===== src/rtl/jump_pkg.sv =====
// Shared types and constants for the jump controller: FSM states, widths and LFSR taps.
package jump_pkg;

  typedef enum logic [1:0] {
    IDLE = 2'd0,
    ROLL = 2'd1,
    FIRE = 2'd2,
    COOL = 2'd3
  } state_t;

  localparam int DELTA_W = 4;
  localparam int LFSR_W  = 8;

  // Feedback taps at bits 7,5,4,3: maximal-length sequence, never reaches zero.
  localparam logic [LFSR_W-1:0] LFSR_TAPS = 8'b1011_1000;

  function automatic logic [LFSR_W-1:0] lfsr_next(input logic [LFSR_W-1:0] l);
    return {l[LFSR_W-2:0], ^(l & LFSR_TAPS)};
  endfunction

endpackage


===== src/rtl/button_debouncer.sv =====
// Two-flop synchronizer, stability counter and rising-edge detector for the player button.
module button_debouncer #(
  parameter int DEBOUNCE_CYCLES = 16
) (
  input  logic sys_clk,
  input  logic clr,
  input  logic btn_raw,
  output logic press
);

  localparam int CNT_W = $clog2(DEBOUNCE_CYCLES + 1);

  logic [1:0]       sync_reg;
  logic             btn_db_reg;
  logic [CNT_W-1:0] cnt_reg;
  logic             press_reg;
  logic             btn_s;

  assign btn_s = sync_reg[1];
  assign press = press_reg;

  // A new level is taken once btn_s has differed for DEBOUNCE_CYCLES cycles in a row.
  always_ff @(posedge sys_clk) begin
    if (clr) begin
      sync_reg   <= '0;
      btn_db_reg <= 1'b0;
      cnt_reg    <= '0;
      press_reg  <= 1'b0;
    end else begin
      sync_reg  <= {sync_reg[0], btn_raw};
      press_reg <= 1'b0;
      if (btn_s == btn_db_reg) begin
        cnt_reg <= '0;
      end else if (cnt_reg == CNT_W'(DEBOUNCE_CYCLES - 1)) begin
        btn_db_reg <= btn_s;
        cnt_reg    <= '0;
        press_reg  <= btn_s;
      end else begin
        cnt_reg <= cnt_reg + CNT_W'(1);
      end
    end
  end

endmodule


===== src/rtl/jump_controller.sv =====
// Turns debounced button presses into single enable_jump strobes carrying a random delta
// in 1..MAX_DELTA, followed by a cooldown during which further presses are dropped.
module jump_controller
  import jump_pkg::*;
#(
  parameter int          DEBOUNCE_CYCLES = 16,
  parameter int          COOLDOWN_CYCLES = 8,
  parameter logic [7:0]  LFSR_SEED       = 8'hA5,
  parameter int          MAX_DELTA       = 6
) (
  input  logic               sys_clk,
  input  logic               clr,
  input  logic               btn_raw,
  output logic [DELTA_W-1:0] delta,
  output logic               enable_jump,
  output logic               busy,
  output logic [7:0]         roll_count
);

  localparam logic [LFSR_W-1:0] SEED_EFF = (LFSR_SEED == 8'h00) ? 8'h01 : LFSR_SEED;
  localparam int COOL_W = $clog2(COOLDOWN_CYCLES + 1);

  logic               press;
  state_t             state_reg;
  logic [LFSR_W-1:0]  lfsr_reg;
  logic [DELTA_W-1:0] delta_reg;
  logic               enable_reg;
  logic               busy_reg;
  logic [7:0]         roll_count_reg;
  logic [COOL_W-1:0]  cool_reg;
  logic [2:0]         candidate;
  logic               candidate_ok;

  button_debouncer #(
    .DEBOUNCE_CYCLES(DEBOUNCE_CYCLES)
  ) u_debouncer (
    .sys_clk(sys_clk),
    .clr    (clr),
    .btn_raw(btn_raw),
    .press  (press)
  );

  assign candidate    = lfsr_reg[2:0];
  assign candidate_ok = (candidate != 3'd0) && (int'(candidate) <= MAX_DELTA);

  assign delta       = delta_reg;
  assign enable_jump = enable_reg;
  assign busy        = busy_reg;
  assign roll_count  = roll_count_reg;

  always_ff @(posedge sys_clk) begin
    if (clr) begin
      state_reg      <= IDLE;
      lfsr_reg       <= SEED_EFF;
      delta_reg      <= '0;
      enable_reg     <= 1'b0;
      busy_reg       <= 1'b0;
      roll_count_reg <= '0;
      cool_reg       <= '0;
    end else begin
      lfsr_reg   <= lfsr_next(lfsr_reg);
      enable_reg <= 1'b0;
      case (state_reg)
        IDLE: begin
          if (press) begin
            state_reg <= ROLL;
            busy_reg  <= 1'b1;
          end
        end
        // Out-of-range candidates simply wait for the next LFSR value.
        ROLL: begin
          if (candidate_ok) begin
            delta_reg  <= {1'b0, candidate};
            enable_reg <= 1'b1;
            state_reg  <= FIRE;
          end
        end
        FIRE: begin
          roll_count_reg <= roll_count_reg + 8'd1;
          cool_reg       <= '0;
          state_reg      <= COOL;
        end
        COOL: begin
          if (cool_reg == COOL_W'(COOLDOWN_CYCLES - 1)) begin
            state_reg <= IDLE;
            busy_reg  <= 1'b0;
          end else begin
            cool_reg <= cool_reg + COOL_W'(1);
          end
        end
        default: begin
          state_reg <= IDLE;
          busy_reg  <= 1'b0;
        end
      endcase
    end
  end

endmodule

===== config.mk =====
export PLATFORM = sky130hd
export DESIGN_NAME = jump_controller
export DESIGN_NICKNAME = d
export VERILOG_FILES = /design/src/rtl/jump_pkg.sv /design/src/rtl/button_debouncer.sv /design/src/rtl/jump_controller.sv
export SDC_FILE = /design/constraint.sdc
export NUM_CORES = 1
export LEC_CHECK = 0
export CAP_MARGIN = 20
export CORE_MARGIN = 3
export CORE_UTILIZATION = 30
export CTS_CLUSTER_DIAMETER = 80
export DETAILED_ROUTE_END_ITERATION = 8
export HOLD_SLACK_MARGIN = 0.08
export PLACE_DENSITY = 0.46
export SLEW_MARGIN = 20
export SYNTH_ARGS = -nofsm -noshare
export SYNTH_HDL_FRONTEND = slang
export SYNTH_SLANG_ARGS = --single-unit
export TNS_END_PERCENT = 50

===== constraint.sdc =====
create_clock -name sys_clk -period 3.5 [get_ports sys_clk]
set_clock_uncertainty 0.1 [all_clocks]
set_input_delay 0.875 -clock sys_clk [delete_from_list [all_inputs] [get_ports sys_clk]]
set_output_delay 0.875 -clock sys_clk [all_outputs]
set_load 0.01 [all_outputs]

# Word-level counts from Yosys, hierarchy flattened

Cells that the tools add are included.

Input port bits: 3
Output and inout bits: 14
Register bits: 36
Logic and storage cells: 52

Add/subtract/negate cells: 3
Multiplexer cells: 10
Order comparisons: 1
Eq/ne operators: 10
Bitwise operators: 3
Reductions and logical operators: 14

Operators by type and width:

| kind                                                 | count |
|---|---|
| adder 8 x 1 -> 8 bit (second input constant)         | 1 |
| case mux 2 bit (4 select lines)                      | 1 |
| case mux 4 bit (2 select lines)                      | 1 |
| parity 8 bit                                         | 1 |
| two-way mux 2 bit                                    | 3 |
| != test 2 bit (second input constant)                | 3 |
| AND reduction 2 bit                                  | 3 |
| AND reduction 3 bit                                  | 2 |
| OR reduction 3 bit                                   | 2 |
| adder 5 x 1 -> 5 bit (second input constant)         | 1 |
| equality test 5 x 4 -> 1 bit (second input constant) | 1 |
| adder 4 x 1 -> 4 bit (second input constant)         | 1 |
| equality test 2 bit (second input constant)          | 2 |
| equality test 4 x 3 -> 1 bit (second input constant) | 1 |
| two-way mux 4 bit                                    | 1 |
| nonzero test 2 bit                                   | 2 |
| <= comparator 3 bit (second input constant)          | 1 |
| two-way mux 1 bit                                    | 3 |
| NOT 1 bit                                            | 3 |
| nonzero test 3 bit                                   | 1 |
| equality test 2 x 1 -> 1 bit (second input constant) | 1 |
| logical NOT 2 bit                                    | 1 |
| != test 2 x 1 -> 1 bit (second input constant)       | 1 |
| case mux 1 bit (2 select lines)                      | 1 |
| 3 further kinds                                      | 3 |

# Longest topological paths before layout

Depth in word-level cells: 4
Gate-level depth with buffers: 7
Depth with buffers taken out: 6

# Modules after synthesis

From an unflattened synthesis, not the netlist that was laid out.

Cells, all modules: 162
Area, all modules: 1522.7 um^2

By module, submodules not included:

| module           | seq. area each (um^2) | times used | area an instance (um^2) | cells each |
|---|---|---|---|---|
| jump_controller  | 540.5                 | 1          | 1203.7                  | 133 |
| button_debouncer | 180.2                 | 1          | 319.1                   | 29 |

# Least setup slack after synthesis

OpenSTA, ideal clock, no wires.

Kind: input to register
Start: input port clr
End: register lfsr_reg[5]
Setup slack: 1.957 ns
Path buffers: 1
Cell stages on the path: 2
Data required time: 3.277 ns
Arrival: 1.320 ns
Cell sequence: clkbuf_1 -> or2_2

RTL lines:

| element              | line                  | source |
|---|---|---|
| from (decl)          | jump_controller.sv:12 | `input logic clr,` |
| to (signal assigned) | jump_controller.sv:61 | `lfsr_reg <= lfsr_next(lfsr_reg);` |
| to (decl)            | jump_controller.sv:25 | `logic [LFSR_W-1:0] lfsr_reg;` |

No word-level cell between the ends.

# Final worst setup path

Start: register roll_count_reg[0] (netlist: roll_count[0])
End: output port roll_count[0]

RTL lines:

| element                | line                  | source |
|---|---|---|
| from (decl)            | jump_controller.sv:29 | `logic [7:0] roll_count_reg;` |
| from (signal assigned) | jump_controller.sv:79 | `roll_count_reg <= roll_count_reg + 8'd1;` |
| to (decl)              | jump_controller.sv:17 | `output logic [7:0] roll_count` |

No word-level cell between the ends.

==> key figures <==
Pwr
  – Clk pwr share: 0.431
  – Pint: 717 uW
  – Sequential power share: 0.485
  – Combinational fraction of design power: 0.085
  – P_leak: 0.000675 uW
  – Pwr/cell area: 492 nW/um^2
  – Net Sw Power: between 150 and 200 uW
  – Worst VDD drop: 0.296 mV
  – Switching share of power: 0.216

Synthesis
  – Netlist cell types: 35
  – Syn Area/Cell: about 9.2 um^2
  – Area leader, netlist: dfxtp_1
  – Area contributors post-synth: dfxtp_1, ha_1, nor2_1, xor2_1, nor2b_1
  – Yosys top cell area share: 0.476
  – Syn. warnings: 0
  – Post-Syn Instances: between 150 and 200
  – Post-synthesis register bit count: 36
  – Post-Syn Nets: 176
  – Register area share after synthesis: 0.476
  – Mapped Area: 1510 um^2

Placed design
  – Inst Count DP: 242
  – Port buffer count: 15
  – Final HPWL DP: 1.92 mm
  – Final weighted congestion in routability-driven placement: 0.728
  – Pre-CTS setup slack: 959 ps

GRT
  – First-pass GRT wire length: 4.61 mm
  – Initial antenna violation count: 0
  – Vias in the first global route: 1070
  – Largest net degree at the start of global routing: 20
  – GRT Total Usage: 0.0978
  – Grt ovf: 0

Die
  – Height of the chip: 77.0 um
  – # rows: 25
  – Io pins: 17
  – Die width: approximately 77 um
  – Core Region: 4790 um^2
  – Die area: slightly below 6000 um^2
  – Starting Density: 0.316

Run
  – MaxCap Viol Count: 0

Hold path
  – Hold crit path type: reg -> reg

STA
  – RSZ-0062 raised after global routing: no
  – Fin crit share: 0.640
  – Post-route minimum period: 2240 ps
  – # setup viols final: 0
  – Fin. max-slew vios: 0
  – Setup ws final: 1260 ps
  – Final TNS setup: 0 ps
  – Max Clk Rate: 0.446 GHz
  – Fin Hold WS: 315 ps
  – Final Hold Viols: 0

Critical path
  – Slowest cell delay on critical path: 570 ps
  – WP data arrival: 1270 ps
  – Critical-path cell list: clkdlybuf4s50_1
  – CP top delay family: buffers and inverters
  – Peak fanout along the critical path: 5
  – CP max stage cell: clkdlybuf4s50_1
  – CP required: 2520 ps
  – Worst Path Buf+Inv: 1
  – Critical path launch point type: flip-flop
  – Crit path capture type: output port
  – Critical path class: reg -> out

Finish
  – Antenna fix cells: 0
  – Filler cells: 489
  – Area Overhead vs Synth: 22.7%
  – Final Net Count: 194
  – Share of cells above drive strength 1: 0.0984
  – Multi-input logic area: 738 um^2
  – Fin cells: between 200 and 300
  – Register area: 721 um^2

Detailed routing
  – Post-route ant nets: 0
  – First-pass DRT Iterations: 4
  – Routed WL per cell: about 11 um
  – Post-Route WL: 2.64 mm
  – Via count: 1120
  – Detailed-route DRC error count: 0
  – 1st-iter DRT viols: 32
  – DR vias/cell: roughly 4.5

Outcome
  – Outcome: finished, final reports clean

Clock tree
  – CTS Buf Count: 5
  – CTS Hold Buffers Added: 0
  – CTS clk-pin slew, worst paths: ~70 ps
  – Post-CTS sizing: 0
  – # clock sinks: 36
  – Clock latency on the worst-skew pair: 290 ps
  – CTS Buffer Depth: 2
  – Post-CTS Setup Inserts: 0
  – CTS tree: done
  – Clk root buf: clkbuf_8
  – H-Tree Depth: 2
synth_stat cells:
cell	number
a31oi_1	4
or3b_1	1
and4_2	1
a2111oi_0	1
nor2_1	20
nor4bb_1	1
o31ai_1	1
nand2_1	10
nand2b_4	1
a21oi_1	7
or2_2	5
or3_1	5
conb_1	1
dfxtp_1	36
o22ai_1	1
o41ai_1	1
clkbuf_1	3
buf_2	1
nor2b_1	7
and3_1	1
xnor2_1	5
and3b_2	1
nand3b_1	1
buf_4	1
a21o_2	1
o21ai_0	6
a22oi_1	2
nand2b_1	2
mux2i_1	2
nand3_1	6
nor3_1	4
inv_1	8
nand4_1	2
ha_1	9
xor2_1	6
cell usage in the layout, fill, tap and decap left out, drive strengths merged, types with 7 or more instances in the layout:
| cell | count |
|---|---|
| ha | 9 |
| clkdlybuf4s50 | 15 |
| a21oi | 7 |
| dfxtp | 36 |
| clkbuf | 7 |
| nor2b | 7 |
| inv | 8 |
| nor2 | 20 |
| nand2 | 10 |
worst paths after layout:
kind	startpoint	endpoint	slack (ps)	cells after the start
max	roll_count[0]$_SDFFE_PP0P_	roll_count[0]	1260	1
min	lfsr_reg[6]$_SDFF_PP0_	lfsr_reg[7]$_SDFF_PP1_	310	1
max reg2reg	state_reg[0]$_SDFFE_PP0P_	roll_count[6]$_SDFFE_PP0P_	1740	5
min reg2reg	lfsr_reg[6]$_SDFF_PP0_	lfsr_reg[7]$_SDFF_PP1_	310	1
per-stage QoR:
stage	utilization	total power [uW]	area [um^2]
floorplan	-	504	1510
finish	0.388	913	1860
detailed placement	0.362	531	1730
global placement	0.362	528	1730
global route	0.388	956	1860
CTS	0.388	929	1860
cells by family after synthesis:
kind of cell	after synthesis	synth area share
AOI/OAI and AO/OA	24	0.0959
xor gates and xnor gates	11	0.0637
adders and majority gates	9	0.0744
buffers and inverters	13	0.0356
DFF	36	0.476
muxes	2	0.0132
other	1	0.00248
and+or+nand+nor	68	0.238
power by group through the flow:
| stage | combinational [uW] | clock, uW | sequential (uW) |
|---|---|---|---|
| after CTS | 78.8 | 407 | 443 |
| after detailed placement | 78.3 | 0 | 452 |
| after floorplan | 52.8 | 0 | 451 |
| final | 77.3 | 393 | 443 |
| after global routing | 87.9 | 422 | 446 |
| after global placement | 76.6 | 0 | 452 |
layer usage:
layer | global-route usage | vias up | part of all wire
met2 | 0.164 | 23 | 0.48
met1 | 0.102 | 500 | 0.44
met5 | 0 | - | 0
met4 | 0.0569 | 0 | 0.017
li1 | - | 592 | -
met3 | 0.0411 | 5 | 0.054
cell type report:
type	count	share of cell area
clock buffers	7	0.0519
clock inverters	1	0.0162
inverters	8	0.0162
multi-input cells	115	0.398
flip-flops and latches	36	0.388
well taps	67	0.0451
repair buffers	16	0.0849
No activity file was read; power rests on OpenSTA's default activity.
